<file path="src/rtl/cci_mmio_rsp_arbiter_if.sv">
// Bundle of the N_REQ responder inputs and the shared c2Tx MMIO read-response
// output. The responder side drives the master modport; the arbiter uses slave.
`timescale 1ns/1ps

interface cci_mmio_rsp_arbiter_if #(
    parameter int N_REQ = 2
);
    // in_valid[i] is a one-cycle strobe: the response is taken at the edge
    // (or counted as dropped). There is no ready; in_almfull[i] is advisory
    // and out_valid has no backpressure.
    logic [N_REQ-1:0]    in_valid;
    logic [N_REQ*9-1:0]  in_tid;
    logic [N_REQ*64-1:0] in_data;
    logic [N_REQ-1:0]    in_almfull;
    logic                out_valid;
    logic [8:0]          out_tid;
    logic [63:0]         out_data;
    logic [N_REQ-1:0]    overflow;
    logic [15:0]         drop_count;
    logic [31:0]         rsp_count;

    modport master (
        output in_valid, in_tid, in_data,
        input  in_almfull, out_valid, out_tid, out_data,
        input  overflow, drop_count, rsp_count
    );

    modport slave (
        input  in_valid, in_tid, in_data,
        output in_almfull, out_valid, out_tid, out_data,
        output overflow, drop_count, rsp_count
    );
endinterface

</file>
<file path="src/rtl/cci_mmio_rsp_arbiter.sv">
// Buffers each responder's MMIO read responses in a private FIFO and drains
// them round-robin, one per cycle, onto the single registered c2Tx channel.
`timescale 1ns/1ps

module cci_mmio_rsp_arbiter #(
    parameter int N_REQ        = 2,
    parameter int FIFO_DEPTH   = 4,
    parameter int ALMFULL_FREE = 2
) (
    input  logic                     clk,
    input  logic                     reset_n,
    cci_mmio_rsp_arbiter_if.slave    bus
);
    localparam int AW = $clog2(FIFO_DEPTH);
    localparam int CW = AW + 1;
    localparam int PW = (N_REQ > 1) ? $clog2(N_REQ) : 1;
    localparam int EW = 9 + 64;

    logic [EW-1:0]    r_mem [N_REQ][FIFO_DEPTH];
    logic [AW-1:0]    r_wr_ptr [N_REQ];
    logic [AW-1:0]    r_rd_ptr [N_REQ];
    logic [CW-1:0]    r_count [N_REQ];
    logic [N_REQ-1:0] r_almfull;
    logic [N_REQ-1:0] r_overflow;
    logic [PW-1:0]    r_rr_ptr;
    logic             r_out_valid;
    logic [8:0]       r_out_tid;
    logic [63:0]      r_out_data;
    logic [15:0]      r_drop_count;
    logic [31:0]      r_rsp_count;

    logic [N_REQ-1:0] w_empty;
    logic [N_REQ-1:0] w_full;
    logic [N_REQ-1:0] w_push;
    logic [N_REQ-1:0] w_pop;
    logic [N_REQ-1:0] w_drop;
    logic [CW-1:0]    w_cnt_nxt [N_REQ];
    logic             w_gnt_vld;
    logic [PW-1:0]    w_gnt_idx;
    logic [PW-1:0]    w_rr_nxt;
    logic [EW-1:0]    w_head;
    logic [3:0]       w_drop_sum;
    logic [16:0]      w_drop_tot;

    // Port index visited k steps after the round-robin pointer, modulo N_REQ.
    function automatic logic [PW-1:0] rr_idx(input logic [PW-1:0] p, input int k);
        int s;
        s = int'(p) + k;
        if (s >= N_REQ) s = s - N_REQ;
        return PW'(s);
    endfunction

    always_comb begin
        w_gnt_vld = 1'b0;
        w_gnt_idx = '0;
        for (int i = 0; i < N_REQ; i++) begin
            w_empty[i] = (r_count[i] == '0);
            w_full[i]  = (r_count[i] == CW'(FIFO_DEPTH));
        end
        for (int k = 0; k < N_REQ; k++) begin
            if (!w_gnt_vld && !w_empty[rr_idx(r_rr_ptr, k)]) begin
                w_gnt_vld = 1'b1;
                w_gnt_idx = rr_idx(r_rr_ptr, k);
            end
        end
    end

    assign w_rr_nxt = (w_gnt_idx == PW'(N_REQ - 1)) ? '0 : w_gnt_idx + PW'(1);
    assign w_head   = r_mem[w_gnt_idx][r_rd_ptr[w_gnt_idx]];

    // A full FIFO still accepts a write when it is popped at the same edge.
    always_comb begin
        w_drop_sum = '0;
        for (int i = 0; i < N_REQ; i++) begin
            w_pop[i]     = w_gnt_vld && (w_gnt_idx == PW'(i));
            w_push[i]    = bus.in_valid[i] && (!w_full[i] || w_pop[i]);
            w_drop[i]    = bus.in_valid[i] && w_full[i] && !w_pop[i];
            w_cnt_nxt[i] = r_count[i] + CW'(w_push[i]) - CW'(w_pop[i]);
            w_drop_sum   = w_drop_sum + 4'(w_drop[i]);
        end
        w_drop_tot = {1'b0, r_drop_count} + 17'(w_drop_sum);
    end

    always_ff @(posedge clk) begin
        for (int i = 0; i < N_REQ; i++) begin
            if (w_push[i]) begin
                r_mem[i][r_wr_ptr[i]] <= {bus.in_tid[9*i +: 9], bus.in_data[64*i +: 64]};
            end
        end
    end

    always_ff @(posedge clk or negedge reset_n) begin
        if (!reset_n) begin
            for (int i = 0; i < N_REQ; i++) begin
                r_wr_ptr[i] <= '0;
                r_rd_ptr[i] <= '0;
                r_count[i]  <= '0;
            end
            r_almfull  <= '0;
            r_overflow <= '0;
        end else begin
            for (int i = 0; i < N_REQ; i++) begin
                if (w_push[i]) r_wr_ptr[i] <= r_wr_ptr[i] + AW'(1);
                if (w_pop[i])  r_rd_ptr[i] <= r_rd_ptr[i] + AW'(1);
                if (w_drop[i]) r_overflow[i] <= 1'b1;
                r_count[i]   <= w_cnt_nxt[i];
                r_almfull[i] <= ((FIFO_DEPTH - int'(w_cnt_nxt[i])) <= ALMFULL_FREE);
            end
        end
    end

    // Without a grant the data/tid registers hold; only out_valid drops.
    always_ff @(posedge clk or negedge reset_n) begin
        if (!reset_n) begin
            r_rr_ptr     <= '0;
            r_out_valid  <= 1'b0;
            r_out_tid    <= '0;
            r_out_data   <= '0;
            r_drop_count <= '0;
            r_rsp_count  <= '0;
        end else begin
            r_out_valid <= w_gnt_vld;
            if (w_gnt_vld) begin
                {r_out_tid, r_out_data} <= w_head;
                r_rr_ptr    <= w_rr_nxt;
                r_rsp_count <= r_rsp_count + 32'd1;
            end
            r_drop_count <= w_drop_tot[16] ? 16'hFFFF : w_drop_tot[15:0];
        end
    end

    assign bus.in_almfull = r_almfull;
    assign bus.out_valid  = r_out_valid;
    assign bus.out_tid    = r_out_tid;
    assign bus.out_data   = r_out_data;
    assign bus.overflow   = r_overflow;
    assign bus.drop_count = r_drop_count;
    assign bus.rsp_count  = r_rsp_count;

endmodule

</file>
<file path="src/flat_wrapper.sv">
// flat-port wrapper written by rule: the top's interface ports become plain ports
module cci_mmio_rsp_arbiter_flat 
#(
    parameter int N_REQ        = 2,
    parameter int FIFO_DEPTH   = 4,
    parameter int ALMFULL_FREE = 2
)
  (clk, reset_n, bus_in_valid, bus_in_tid, bus_in_data, bus_in_almfull, bus_out_valid, bus_out_tid, bus_out_data, bus_overflow, bus_drop_count, bus_rsp_count);
  cci_mmio_rsp_arbiter_if #(.N_REQ(N_REQ)) bus_i ();
  input  logic clk;
  input  logic reset_n;
  input wire logic [$bits(bus_i.in_valid)-1:0] bus_in_valid;
  input wire logic [$bits(bus_i.in_tid)-1:0] bus_in_tid;
  input wire logic [$bits(bus_i.in_data)-1:0] bus_in_data;
  output wire logic [$bits(bus_i.in_almfull)-1:0] bus_in_almfull;
  output wire logic [$bits(bus_i.out_valid)-1:0] bus_out_valid;
  output wire logic [$bits(bus_i.out_tid)-1:0] bus_out_tid;
  output wire logic [$bits(bus_i.out_data)-1:0] bus_out_data;
  output wire logic [$bits(bus_i.overflow)-1:0] bus_overflow;
  output wire logic [$bits(bus_i.drop_count)-1:0] bus_drop_count;
  output wire logic [$bits(bus_i.rsp_count)-1:0] bus_rsp_count;
  assign bus_i.in_valid = bus_in_valid;
  assign bus_i.in_tid = bus_in_tid;
  assign bus_i.in_data = bus_in_data;
  assign bus_in_almfull = bus_i.in_almfull;
  assign bus_out_valid = bus_i.out_valid;
  assign bus_out_tid = bus_i.out_tid;
  assign bus_out_data = bus_i.out_data;
  assign bus_overflow = bus_i.overflow;
  assign bus_drop_count = bus_i.drop_count;
  assign bus_rsp_count = bus_i.rsp_count;
  cci_mmio_rsp_arbiter #(.N_REQ(N_REQ), .FIFO_DEPTH(FIFO_DEPTH), .ALMFULL_FREE(ALMFULL_FREE)) u_core (.clk(clk), .reset_n(reset_n), .bus(bus_i));
endmodule
</file>
<file path="config.mk">
export PLATFORM = sky130hd
export DESIGN_NAME = cci_mmio_rsp_arbiter_flat
export DESIGN_NICKNAME = d
export VERILOG_FILES = /design/src/rtl/cci_mmio_rsp_arbiter_if.sv /design/src/rtl/cci_mmio_rsp_arbiter.sv /design/src/flat_wrapper.sv
export SDC_FILE = /design/constraint.sdc
export NUM_CORES = 1
export LEC_CHECK = 0
export ABC_AREA = 1
export CORE_UTILIZATION = 58
export CTS_BUF_LIST = sky130_fd_sc_hd__clkbuf_16
export DETAILED_ROUTE_END_ITERATION = 10
export GPL_ROUTABILITY_DRIVEN = 0
export MAX_ROUTING_LAYER = met4
export PLACE_DENSITY = 0.8
export SETUP_SLACK_MARGIN = 0.5
export SYNTH_ARGS = -nofsm -noshare
export SYNTH_HDL_FRONTEND = slang
export SYNTH_SLANG_ARGS = --single-unit
export TNS_END_PERCENT = 50
</file>
<file path="constraint.sdc">
create_clock -name clk -period 5.6 [get_ports clk]
set_input_delay 0.84 -clock clk [delete_from_list [all_inputs] [get_ports clk]]
set_output_delay 0.84 -clock clk [all_outputs]
set_load 0.1 [all_outputs]
</file>
==> summary by stage <==
Run status
The flow ran to the end, and the final reports show no timing, DRC or antenna violations.

CTS
Once the clock tree was built, the resizer swapped 0 gates to a different size. TritonCTS built the clock tree. The tree is rooted in a sky130_fd_sc_hd__clkbuf_16. The H-tree was split into 3 levels. The count of hold-fix buffers inserted at cts is 0.

Buffers inserted during clock tree synthesis total between 70 and 80. The number of clock sinks is 725. Clock-pin slew was measured on the worst setup and hold paths at 0.06 ns. The later pin in the worst-skew pair is clocked with a latency of 0.61 ns.

The number of setup buffers added after CTS is 0. The maximum clock insertion buffer count is 3.

Floorplan
The top-level I/O count is ~280. The cell row count is 83. In this run the vertical extent of the chip is about 230 µm. The effective utilization at floorplan is 0.5922. The width of the die is around 230 µm.

The core area is 51820 µm². The area of the die is between 50000 and 60000 µm².

Timing
Setup repair after global routing left no endpoint under its margin. The final count of pins violating max slew is 0. For the pin with the worst max-slew slack, the measured transition is 1.352 ns.

Derived from the worst setup path, the maximum achievable clock frequency is between 200 and 250 MHz. The worst path in the final design needs a cycle of about 4.1 ns, including I/O delays and setup. The count of endpoints failing setup in the final report is 0. The number of endpoints with negative hold slack in the final report is 0. Clock skew on the completed layout was measured at a little under 0.02 ns. The headroom to the max-slew limit is 0.09854. In the finished design, the share of the clock period the worst path needs comes to 0.7240. In the post-route analysis, the smallest setup slack over all paths is about 1.5 ns. In the final timing run, aggregate negative setup slack is 0 ns.

Detailed routing
The number of routed nets with antenna violations is 0. The routed wirelength normalized by instance count is between 15 and 20 µm. The number of vias per cell after detailed routing is ~5.6. For this run, the detailed router's first-pass iteration total came to 5. The detailed router placed 22350 vias in this run. The total wire length after detailed routing is 77670 µm. The iteration-0 DRC count of the detailed router is approximately 2300.

The final routed DRC violation total is 0.

Finish
The number of nets in the layout is between 3000 and 4000. Of the cells placed in the final design, the portion with a size suffix greater than 1 is 0.04740. The fraction of the core area covered by cells at the end of the flow is 0.7013.

Relative to the synthesized area, the layout overhead comes to 18.41%. The filler cells instantiated in the layout total roughly 3600.

Power and ir drop
The power consumption is about 0.024 W. The maximum vdd drop is 773.8 µV. The ratio of total power to cell area is ~650 nW/µm². Summed over all cells, the static leakage comes to approximately 16 nW.

Logic synthesis
The cell type contributing the most total cell area after synthesis is sky130_fd_sc_hd__edfxtp_1. The mean instance size in the synthesized netlist is between 10 and 15 µm². The compound-gate portion of the synthesized area was 0.002813.

The number of flops mapped to enable cells by yosys is a little under 600. The number of warning messages in the yosys log is 0. The main combinational cell family by area after synthesis is simple AND/OR/NAND/NOR gates.

After synthesis, the cell types taking the most area are sky130_fd_sc_hd__edfxtp_1 (57%), sky130_fd_sc_hd__nand2_1 (19%), sky130_fd_sc_hd__dfrtp_1 (11%). The area of the mapped netlist is between 30000 and 40000 µm². The number of library cell types mapped by synthesis is 30.

The prevailing post-synth register cell is sky130_fd_sc_hd__edfxtp_1. The top-area cell type share of the netlist area is 0.5714. The flop and latch count out of synthesis is around 730. The synthesized net count is 3180. The xor/xnor cell area share of the yosys netlist is 0.01113. Of the total synthesized cell area, the portion taken by AND, OR, NAND and NOR gates is 0.2584. Synthesis produced 3011 cells. The most frequent cell after synthesis is sky130_fd_sc_hd__nand2_1. For this run, the register share of the synthesized area comes to 0.6864. Sorting the synthesized cells by how often they occur yields sky130_fd_sc_hd__nand2_1 (1572), sky130_fd_sc_hd__edfxtp_1 (584), sky130_fd_sc_hd__nand3_1 (314), sky130_fd_sc_hd__dfrtp_1 (141), sky130_fd_sc_hd__buf_2 (76). The portion of synthesized area spent on multiplexers is 0.

The synthesized-area fraction occupied by adder cells is 0.008480. The share of flip-flops with an asynchronous set or reset after synthesis is 0.1945.

Setup path
The nature of the critical path startpoint is a flop. Measured in cells, the most critical reg-to-reg path has a length of 14. STA classifies the critical path endpoint as a flop. The worst setup path is of the reg2reg kind. In this run the critical register-to-register path is captured at u_core.bus.out_data[59]. The required time at the endpoint of the critical path is slightly above 6 ns. Data arrives at the worst endpoint at 4.58 ns. The worst reg-to-reg setup slack is 1.55 ns. Along the worst path, the maximum fanout reaches about 120. The worst register-to-register path begins at u_core.r_count[4].

Placement
The post-DP HPWL is between 40000 and 50000 µm. The post-place setup slack is 1.642 ns. The count of buffers added on input and output ports is about 280.

Global routing
The initial antenna violation count is 14. Entering global routing, the biggest net connects about 270 pins. The number of global-route vias before repair is between 20000 and 25000. The wire length of the first global-routing pass is 118800 µm. In the global route stage, overall resource usage came out at 0.2995.

For this run the aggregate overflow at the end of global routing stands at 0.

Job
The number of maximum-capacitance constraint violations is 0.

Worst hold path
The worst min-delay path category is in2async.
-- worst max path at each step --
stage	start	to	slack, ns	depth (start not counted)
2_1_floorplan	u_core.r_count[4]	u_core.r_mem[1][0]	0.65	10
3_3_place_gp	u_core.r_count[4]	u_core.bus.out_data[35]	1.80	13
3_5_place_dp	u_core.r_count[4]	u_core.bus.out_tid[6]	1.64	14
4_1_cts	u_core.r_count[4]	u_core.bus.out_data[59]	1.60	13
5_1_grt	u_core.r_count[4]	u_core.bus.out_data[61]	1.24	14
6_report	u_core.r_count[4]	u_core.bus.out_data[59]	1.55	14
-- per-stage QoR --
stage | hold slack (ns) | cells | cell area, µm²
final | 0.4366 | 3986 | 36340
after global routing | 0.4942 | 3986 | 36340
after CTS | 0.4613 | 3971 | 36300
after detailed placement | 0.4658 | 3835 | 33950
after global placement | 0.4608 | 3835 | 33950
after floorplan | 0.4455 | 3011 | 30690
-- cells by family (layout without fill, tap and decap cells) --
logic type,after synthesis,count (layout)
compound gates,16,16
xor+xnor,39,39
fa+ha+maj,19,19
buf+inv,228,508
flops,725,725
other cells,0,15
simple gates,1984,1984
-- flip-flops by register name, indices dropped and copies added, names as in the netlist --
name / cells
u_core.r_mem: 584
u_core.bus.overflow: 2
u_core.bus.rsp_count: 32
u_core.bus.out_valid: 1
u_core.bus.out_tid: 9
u_core.r_wr_ptr: 4
u_core.bus.in_almfull: 2
u_core.bus.out_data: 64
u_core.r_rr_ptr: 1
u_core.r_count: 6
u_core.bus.drop_count: 16
u_core.r_rd_ptr: 4
-- area by class of cell --
type	instances	area (µm²)	area share
sequential	725	21070	0.5797
timing repair buffer	306	3049	0.08391
clock buffer	79	1977	0.05440
inverter	66	249.0	0.006852
tap	680	850.8	0.02341
antenna	15	37.54	0.001033
clock inverter	57	376.6	0.01036
multi-input combinational	2058	8735	0.2404
-- layout by cell type (no fill, tap or decap), types with 11 or more instances in the layout --
cell,instances
sky130_fd_sc_hd__nand2_1,1568
sky130_fd_sc_hd__edfxtp_1,584
sky130_fd_sc_hd__nand3_1,314
sky130_fd_sc_hd__clkdlybuf4s50_1,274
sky130_fd_sc_hd__dfrtp_1,141
sky130_fd_sc_hd__inv_1,87
sky130_fd_sc_hd__clkbuf_16,79
sky130_fd_sc_hd__nor2_1,51
sky130_fd_sc_hd__buf_4,26
sky130_fd_sc_hd__xor2_1,25
sky130_fd_sc_hd__ha_1,16
sky130_fd_sc_hd__diode_2,15
sky130_fd_sc_hd__clkinv_1,15
sky130_fd_sc_hd__xnor2_1,14
sky130_fd_sc_hd__nand4_1,12
sky130_fd_sc_hd__o21ai_0,12
sky130_fd_sc_hd__nor3_1,11
-- report_power, final --
group	internal, W	switching [W]	total, W
Sequential	0.00722	0.000486	0.00771
Clock	0.00277	0.00198	0.00475
Combinational	0.00288	0.00841	0.0113
Total	0.0129	0.0109	0.0237
-- worst max-delay path, cell delays in order (launching register included) --
cell	delay (ns)
sky130_fd_sc_hd__dfrtp_1	0.41
sky130_fd_sc_hd__nor2_2	0.06
sky130_fd_sc_hd__nand2_2	0.14
sky130_fd_sc_hd__nand2_8	0.33
sky130_fd_sc_hd__nand2_4	0.40
sky130_fd_sc_hd__buf_4	0.70
sky130_fd_sc_hd__buf_4	1.00
sky130_fd_sc_hd__nand2_1	0.13
sky130_fd_sc_hd__nand2_1	0.11
sky130_fd_sc_hd__nand2_1	0.06
sky130_fd_sc_hd__nand2_1	0.13
sky130_fd_sc_hd__nand2_1	0.06
sky130_fd_sc_hd__nand2_1	0.10
sky130_fd_sc_hd__nand2_1	0.08
sky130_fd_sc_hd__nand2_1	0.12
-- routing by layer --
layer,up-vias,track usage,wire [µm]
li1,10350,-,-
met1,10690,0.3806,30130
met2,1111,0.4743,38040
met3,195,0.05292,7154
met4,0,0.1324,2339
met5,-,-,0
Note: power is estimated with default switching activity, not from simulation.
